File: src/rtl/carbonz480_pkg.sv
// Shared types and defaults for the CarbonZ480 power sequencer.
//   pwr_state_e          : sequencer state, encoding visible on state_o
//   CARBONZ480_SIG_RESET : reset value of the signature register
//   CARBONZ480_*_CYCLES  : default timing parameters
package carbonz480_pkg;

   typedef enum logic [2:0] {
      ST_HOLD   = 3'd0,
      ST_PERIPH = 3'd1,
      ST_RUN    = 3'd2,
      ST_DRAIN  = 3'd3,
      ST_OFF    = 3'd4,
      ST_TRIP   = 3'd5
   } pwr_state_e;

   localparam logic [31:0] CARBONZ480_SIG_RESET = 32'h0;

   localparam int unsigned CARBONZ480_RST_HOLD_CYCLES   = 16;
   localparam int unsigned CARBONZ480_CORE_DELAY_CYCLES = 4;
   localparam int unsigned CARBONZ480_DRAIN_CYCLES      = 8;
   localparam int unsigned CARBONZ480_WDT_CYCLES        = 200000;

endpackage

File: src/rtl/carbonz480_pwr_wdt.sv
// Heartbeat watchdog counter.
//   clk, rst_n : clock, asynchronous active-low reset
//   clr        : clear counter to zero (has priority over frz)
//   frz        : hold counter value
//   trip       : counter has reached WDT_CYCLES-1 and is neither cleared nor frozen
module carbonz480_pwr_wdt
   import carbonz480_pkg::*;
#(
   parameter int unsigned WDT_CYCLES = CARBONZ480_WDT_CYCLES
) (
   input  logic clk,
   input  logic rst_n,
   input  logic clr,
   input  logic frz,
   output logic trip
);

   localparam int CW = $clog2(WDT_CYCLES) + 1;
   localparam logic [CW-1:0] WDT_LAST = CW'(WDT_CYCLES - 1);

   logic [CW-1:0] cnt_reg;

   // Saturates at the trip value so the counter never wraps.
   always_ff @(posedge clk or negedge rst_n) begin
      if (!rst_n) begin
         cnt_reg <= '0;
      end else if (clr) begin
         cnt_reg <= '0;
      end else if (!frz && (cnt_reg != WDT_LAST)) begin
         cnt_reg <= cnt_reg + 1'b1;
      end
   end

   assign trip = !clr && !frz && (cnt_reg == WDT_LAST);

endmodule

File: src/rtl/carbonz480_pwr_seq.sv
// Power/reset sequencer and shutdown controller for the CarbonZ480 top.
//   clk, rst_n          : clock, asynchronous active-low reset
//   periph_rst_n        : peripheral reset (active low)
//   core_rst_n          : CPU core reset (active low)
//   sig_wr_valid/strb/data, sig_wr_ready : byte-lane signature write port
//   off_req, bus_idle   : shutdown request and bus quiescence
//   heartbeat           : core progress pulse feeding the watchdog
//   signature           : latched signature
//   poweroff, timeout   : sticky halt flags
//   state_o             : registered state encoding for debug
// Every output is a registered decode of the state register, so all
// outputs (state_o included) change together one cycle after the FSM moves.
module carbonz480_pwr_seq
   import carbonz480_pkg::*;
#(
   parameter int unsigned RST_HOLD_CYCLES   = CARBONZ480_RST_HOLD_CYCLES,
   parameter int unsigned CORE_DELAY_CYCLES = CARBONZ480_CORE_DELAY_CYCLES,
   parameter int unsigned DRAIN_CYCLES      = CARBONZ480_DRAIN_CYCLES,
   parameter int unsigned WDT_CYCLES        = CARBONZ480_WDT_CYCLES
) (
   input  logic        clk,
   input  logic        rst_n,
   output logic        periph_rst_n,
   output logic        core_rst_n,
   input  logic        sig_wr_valid,
   input  logic [3:0]  sig_wr_strb,
   input  logic [31:0] sig_wr_data,
   output logic        sig_wr_ready,
   input  logic        off_req,
   input  logic        bus_idle,
   input  logic        heartbeat,
   output logic [31:0] signature,
   output logic        poweroff,
   output logic        timeout,
   output logic [2:0]  state_o
);

   localparam int HOLD_W  = $clog2(RST_HOLD_CYCLES) + 1;
   localparam int CORE_W  = $clog2(CORE_DELAY_CYCLES) + 1;
   localparam int DRAIN_W = $clog2(DRAIN_CYCLES) + 1;

   localparam logic [HOLD_W-1:0]  HOLD_LAST  = HOLD_W'(RST_HOLD_CYCLES - 1);
   localparam logic [CORE_W-1:0]  CORE_LAST  = CORE_W'(CORE_DELAY_CYCLES - 1);
   localparam logic [DRAIN_W-1:0] DRAIN_DONE = DRAIN_W'(DRAIN_CYCLES);

   pwr_state_e         state_reg, state_next;
   logic [HOLD_W-1:0]  hold_cnt_reg, hold_cnt_next;
   logic [CORE_W-1:0]  core_cnt_reg, core_cnt_next;
   logic [DRAIN_W-1:0] idle_cnt_reg, idle_cnt_next;

   pwr_state_e         state_o_reg;
   logic               periph_rst_n_reg;
   logic               core_rst_n_reg;
   logic               sig_wr_ready_reg;
   logic               poweroff_reg;
   logic               timeout_reg;

   logic               wdt_clr;
   logic               wdt_frz;
   logic               wdt_trip;

   // Watchdog runs only in RUN, holds its count through DRAIN, and is
   // cleared everywhere else.
   assign wdt_frz = (state_reg == ST_DRAIN);
   assign wdt_clr = ((state_reg == ST_RUN) && heartbeat) ||
                    !((state_reg == ST_RUN) || (state_reg == ST_DRAIN));

   carbonz480_pwr_wdt #(
      .WDT_CYCLES (WDT_CYCLES)
   ) u_wdt (
      .clk   (clk),
      .rst_n (rst_n),
      .clr   (wdt_clr),
      .frz   (wdt_frz),
      .trip  (wdt_trip)
   );

   always_ff @(posedge clk or negedge rst_n) begin
      if (!rst_n) begin
         state_reg    <= ST_HOLD;
         hold_cnt_reg <= '0;
         core_cnt_reg <= '0;
         idle_cnt_reg <= '0;
      end else begin
         state_reg    <= state_next;
         hold_cnt_reg <= hold_cnt_next;
         core_cnt_reg <= core_cnt_next;
         idle_cnt_reg <= idle_cnt_next;
      end
   end

   always_comb begin
      state_next    = state_reg;
      hold_cnt_next = hold_cnt_reg;
      core_cnt_next = core_cnt_reg;
      idle_cnt_next = idle_cnt_reg;
      case (state_reg)
         ST_HOLD: begin
            if (hold_cnt_reg == HOLD_LAST) state_next = ST_PERIPH;
            else                           hold_cnt_next = hold_cnt_reg + 1'b1;
         end
         ST_PERIPH: begin
            if (core_cnt_reg == CORE_LAST) state_next = ST_RUN;
            else                           core_cnt_next = core_cnt_reg + 1'b1;
         end
         ST_RUN: begin
            // A watchdog trip outranks a simultaneous shutdown request.
            if (wdt_trip)     state_next = ST_TRIP;
            else if (off_req) state_next = ST_DRAIN;
         end
         ST_DRAIN: begin
            // off_req is no longer looked at: shutdown cannot be cancelled.
            if (idle_cnt_reg == DRAIN_DONE) state_next = ST_OFF;
            else if (bus_idle)              idle_cnt_next = idle_cnt_reg + 1'b1;
            else                            idle_cnt_next = '0;
         end
         default: ; // OFF and TRIP are terminal until rst_n
      endcase
   end

   always_ff @(posedge clk or negedge rst_n) begin
      if (!rst_n) begin
         state_o_reg      <= ST_HOLD;
         periph_rst_n_reg <= 1'b0;
         core_rst_n_reg   <= 1'b0;
         sig_wr_ready_reg <= 1'b0;
         poweroff_reg     <= 1'b0;
         timeout_reg      <= 1'b0;
      end else begin
         state_o_reg      <= state_reg;
         periph_rst_n_reg <= state_reg inside {ST_PERIPH, ST_RUN, ST_DRAIN, ST_OFF};
         core_rst_n_reg   <= state_reg inside {ST_RUN, ST_DRAIN};
         sig_wr_ready_reg <= state_reg inside {ST_RUN, ST_DRAIN};
         poweroff_reg     <= state_reg inside {ST_OFF, ST_TRIP};
         timeout_reg      <= (state_reg == ST_TRIP);
      end
   end

   // Acceptance uses the registered ready, so a write presented while ready
   // is still high lands even on the edge where ready drops for OFF.
   generate
      for (genvar gi = 0; gi < 4; gi++) begin : g_sig_lane
         logic [7:0] lane_reg;
         always_ff @(posedge clk or negedge rst_n) begin
            if (!rst_n) begin
               lane_reg <= CARBONZ480_SIG_RESET[8*gi +: 8];
            end else if (sig_wr_valid && sig_wr_ready_reg && sig_wr_strb[gi]) begin
               lane_reg <= sig_wr_data[8*gi +: 8];
            end
         end
         assign signature[8*gi +: 8] = lane_reg;
      end
   endgenerate

   assign state_o      = state_o_reg;
   assign periph_rst_n = periph_rst_n_reg;
   assign core_rst_n   = core_rst_n_reg;
   assign sig_wr_ready = sig_wr_ready_reg;
   assign poweroff     = poweroff_reg;
   assign timeout      = timeout_reg;

endmodule

File: config.mk
export PLATFORM = sky130hd
export DESIGN_NAME = carbonz480_pwr_seq
export DESIGN_NICKNAME = d
export VERILOG_FILES = /design/src/rtl/carbonz480_pkg.sv /design/src/rtl/carbonz480_pwr_wdt.sv /design/src/rtl/carbonz480_pwr_seq.sv
export SDC_FILE = /design/constraint.sdc
export NUM_CORES = 1
export LEC_CHECK = 0
export ABC_AREA = 1
export BUFFER_PORTS_ARGS = -buffer_cell sky130_fd_sc_hd__buf_2
export CAP_MARGIN = 40
export CORE_AREA = 2 2 96 98
export DETAILED_ROUTE_END_ITERATION = 6
export DIE_AREA = 0 0 98 100
export GPL_TIMING_DRIVEN = 1
export PLACE_DENSITY = 0.6
export SYNTH_ARGS = -nofsm -noshare
export SYNTH_HDL_FRONTEND = slang
export SYNTH_SLANG_ARGS = --single-unit
File: constraint.sdc
create_clock -name clk -period 1.72 [get_ports clk]
set_input_delay 0.086 -clock clk [delete_from_list [all_inputs] [get_ports clk]]
set_output_delay 0.086 -clock clk [all_outputs]
set_load 0.1 [all_outputs]
==> results.sh <==
export IMPL_gr_max_usage_layer="met2"
export IMPL_synth_most_common_cell="nand2_1"
export IMPL_first_global_vias=2807
export IMPL_port_buffers=81
export IMPL_drc=0
export IMPL_p_switching_uw=766
export IMPL_numCtsBuffers=9
export IMPL_drv_cap=0
export IMPL_dp_cells=561
export IMPL_synth_top_cell_area_share=0.520
export IMPL_core_mm2=0.00889
export IMPL_syn_nets=410
export IMPL_cp_slowest_cell="dfrtp_1"
export IMPL_hold_class="input pin to register"
export IMPL_pwr_share_seq=0.507
export IMPL_power_uw=3400
export IMPL_vias=2868
export IMPL_synth_seq_cells=73
export IMPL_synth_edf_count=0
export IMPL_fin_util=0.530
export IMPL_cts_tree="done"
export IMPL_final_min_clock_period_ps=1640
export IMPL_clock_root_buffer="clkbuf_8"
export IMPL_die_w_um=98
export IMPL_status="finished clean"
export IMPL_io_pins=82
export IMPL_r2r_cells=10
export IMPL_use_met2=0.266
export IMPL_cpPeakStageDelay_ps=420
export IMPL_wire_per_inst_um=12.7
export IMPL_fin_area_mm2=0.00471
export IMPL_yosysSeqAreaShare=0.520
export IMPL_yosys_area_top_type="dfrtp_1"
export IMPL_initialDrtViolationCount=209
export IMPL_gp_congestion=0.933
export IMPL_avgSynthCellArea_um2=9.73
export IMPL_crit_fanout=5
export IMPL_power_frac_comb=0.054
export IMPL_place_hpwl_um=5360
export IMPL_drive_gt1_frac=0.344
export IMPL_setup_viol=0
export IMPL_ys_types=30
export IMPL_postPlaceCellArea_mm2=0.00414
export IMPL_synthAdderAreaFrac=0.0249
export IMPL_hold_viol_final=0
export IMPL_stdcell_count=611
export IMPL_path_cells="ha_2 > inv_2 > nor2_2 > ha_2 > nand3b_1 > nand4_1 > inv_2 > nand2_2 > nand2_1 > nand2_1"
export IMPL_synth_simple_area_share=0.222
export IMPL_syn_area_mm2=0.00351
export IMPL_synth_top_family_by_area="simple AND/OR/NAND/NOR gates"
export IMPL_worst_pin_slew_ps=502
export IMPL_clk_path_buf_depth=2
export IMPL_timing_rr_end="state_reg[1]"
export IMPL_dieHeight_um=100
export IMPL_yosys_warnings=0
export IMPL_grt_use_total=0.165
export IMPL_crit_path_end_kind="register"
export IMPL_n_antenna_cell=0
export IMPL_syn_to_final_growth_pct=34.1
export IMPL_clock_sinks=73
export IMPL_ant_nets=0
export IMPL_largest_register_ffs=32
export IMPL_async_flop_share=1.00
export IMPL_critPathKind="register to register"
export IMPL_yosys_top_cells_area="dfrtp_1, mux2_2, nand2_1, nor2_1, nand3_1"
export IMPL_endpoint="state_reg[1]"
export IMPL_grt_pass1_wl_um=13000
export IMPL_tns_ps=0
export IMPL_synthXorXnorAreaFrac=0.0399
export IMPL_antenna_found_initial=0
export IMPL_max_freq_mhz=608
export IMPL_ys_flop_type="dfrtp_1"
export IMPL_globalRouteOverflowTotal=0
export IMPL_startpoint="hold_cnt_reg[0]"
export IMPL_fillCellCount=791
export IMPL_p_int_uw=2630
export IMPL_finalCritPeriodShare=0.956
export IMPL_syn_inst=361
export IMPL_synth_common_cells="nand2_1, dfrtp_1, nor2_1"
export IMPL_finClkSkew_ps=11.0
export IMPL_initial_core_util=0.395
export IMPL_max_slew_margin=0.668
export IMPL_die_area_mm2=0.00980
export IMPL_p_clk_frac=0.439
export IMPL_path_clk_slew_ps=80
export IMPL_use_met3=0.0341
export IMPL_leakage_uw=0.00243
export IMPL_met1_usage=0.220
export IMPL_crit_path_start_kind="register"
export IMPL_drtPass1Iterations=4
export IMPL_wl_um=7770
export IMPL_r2r_start="hold_cnt_reg[0]"
export IMPL_r2r_slack_ps=80
export IMPL_avgViaCountPerCell=4.69
export IMPL_cp_required_ps=2010
export IMPL_clock_latency_ps=350
export IMPL_ctsHtreeMaxLevel=3
export IMPL_arrival_ps=1940
export IMPL_sw_frac_of_total=0.225
export IMPL_synth_mux_area_frac=0.109
export IMPL_synth_compound_area_frac=0.0395
export IMPL_slew_viol_final=0
export IMPL_p_per_area_mw_per_mm2=722
export IMPL_fp_row_count=35
export IMPL_ir_drop_mv=0.327
export IMPL_nets=544
export IMPL_grt_max_degree=56
==> layer usage <==
metal / vias to the layer above / wire length [um]
li1: 1452 / -
met4: 0 / 93
met2: 82 / 3580
met5: - / 0
met3: 7 / 359
met1: 1327 / 3730
==> area by class of cell <==
type                            count  area, um^2  area share
Clock inverter                      6        90.1      0.0191
Timing Repair Buffer              129         877       0.186
Inverter                           28         105      0.0223
Sequential cell                    73        1830       0.388
Clock buffer                       10         128      0.0271
Multi-Input combinational cell    254        1550       0.328
Tap cell                          111         139      0.0295
==> worst min path at each step <==
stage | from | endpoint | slack (ps) | cells after the start
2_1_floorplan | rst_n | core_cnt_reg[0] | -210 | 0
3_3_place_gp | rst_n | g_sig_lane[1].lane_reg[1] | 20 | 1
3_5_place_dp | rst_n | g_sig_lane[1].lane_reg[1] | 20 | 1
4_1_cts | bus_idle | idle_cnt_reg[3] | 1 | 3
5_1_grt | bus_idle | idle_cnt_reg[3] | 20 | 3
6_report | bus_idle | idle_cnt_reg[3] | 20 | 3
==> power by group through the flow <==
stage | Sequential, uW | Clock (uW) | Combinational [uW]
after CTS | 1720 | 1540 | 185
final | 1720 | 1490 | 184
after floorplan | 1780 | 0 | 5.14
after detailed placement | 1760 | 0 | 126
after global placement | 1760 | 0 | 125
after global routing | 1720 | 1620 | 203
==> layout by cell type, fill, tap and decap left out, types with 2 or more instances in the layout <==
cell           synthesis  final
xor2_1                14     14
nor2_1                44     42
ha_1                   7      5
nor2_2                 2      3
nand4_1                4      4
a21oi_1                2      2
nor2_4                 1      2
buf_2                  1     81
o21ai_0                6      6
buf_12                 0      2
dlygate4sd3_1          0     33
buf_4                  3     12
mux2_2                34     34
dfrtp_1               73     72
bufinv_16              0      2
nand3_1               31     31
ha_2                   0      2
nand2_2                1      2
inv_2                  3      5
xnor2_1                2      2
clkbuf_8               0      9
nand2_1               84     83
inv_1                 25     23
o21ai_1                3      3
o21ai_2                8      8
nor3_1                 3      3
nand3b_1               2      2
==> metrics by stage <==
stage | hold slack [ps] | worst slack (ps)
after floorplan | -210 | 156
after global placement | 22.7 | 127
after detailed placement | 21.6 | 77.7
after CTS | 1.28 | 64.4
after global routing | 21.6 | -39.6
final | 19.7 | 75.8
==> logic make-up after synthesis <==
logic type,after synthesis
adders and majority gates,7
AOI/OAI and AO/OA,21
buffers and inverters,34
xor gates and xnor gates,16
DFF,73
muxes,34
and+or+nand+nor,176
==> worst max-delay path, delay by kind of cell (launching register included) <==
family                   cells  cell delay [ps]
buffers and inverters        2              130
adder cells (fa/ha/maj)      2              350
flip-flops                   1              420
AND/OR/NAND/NOR              6              700
==> repair_timing <==
item | in CTS | in global routing
resized for setup | 0 | 9
setup endpoints to repair | 0 | 8
endpoints found under the hold margin | 45 | 0
hold buffers | 33 | 0
setup buffers | 0 | 1
Note: power is estimated with default switching activity, not from simulation.
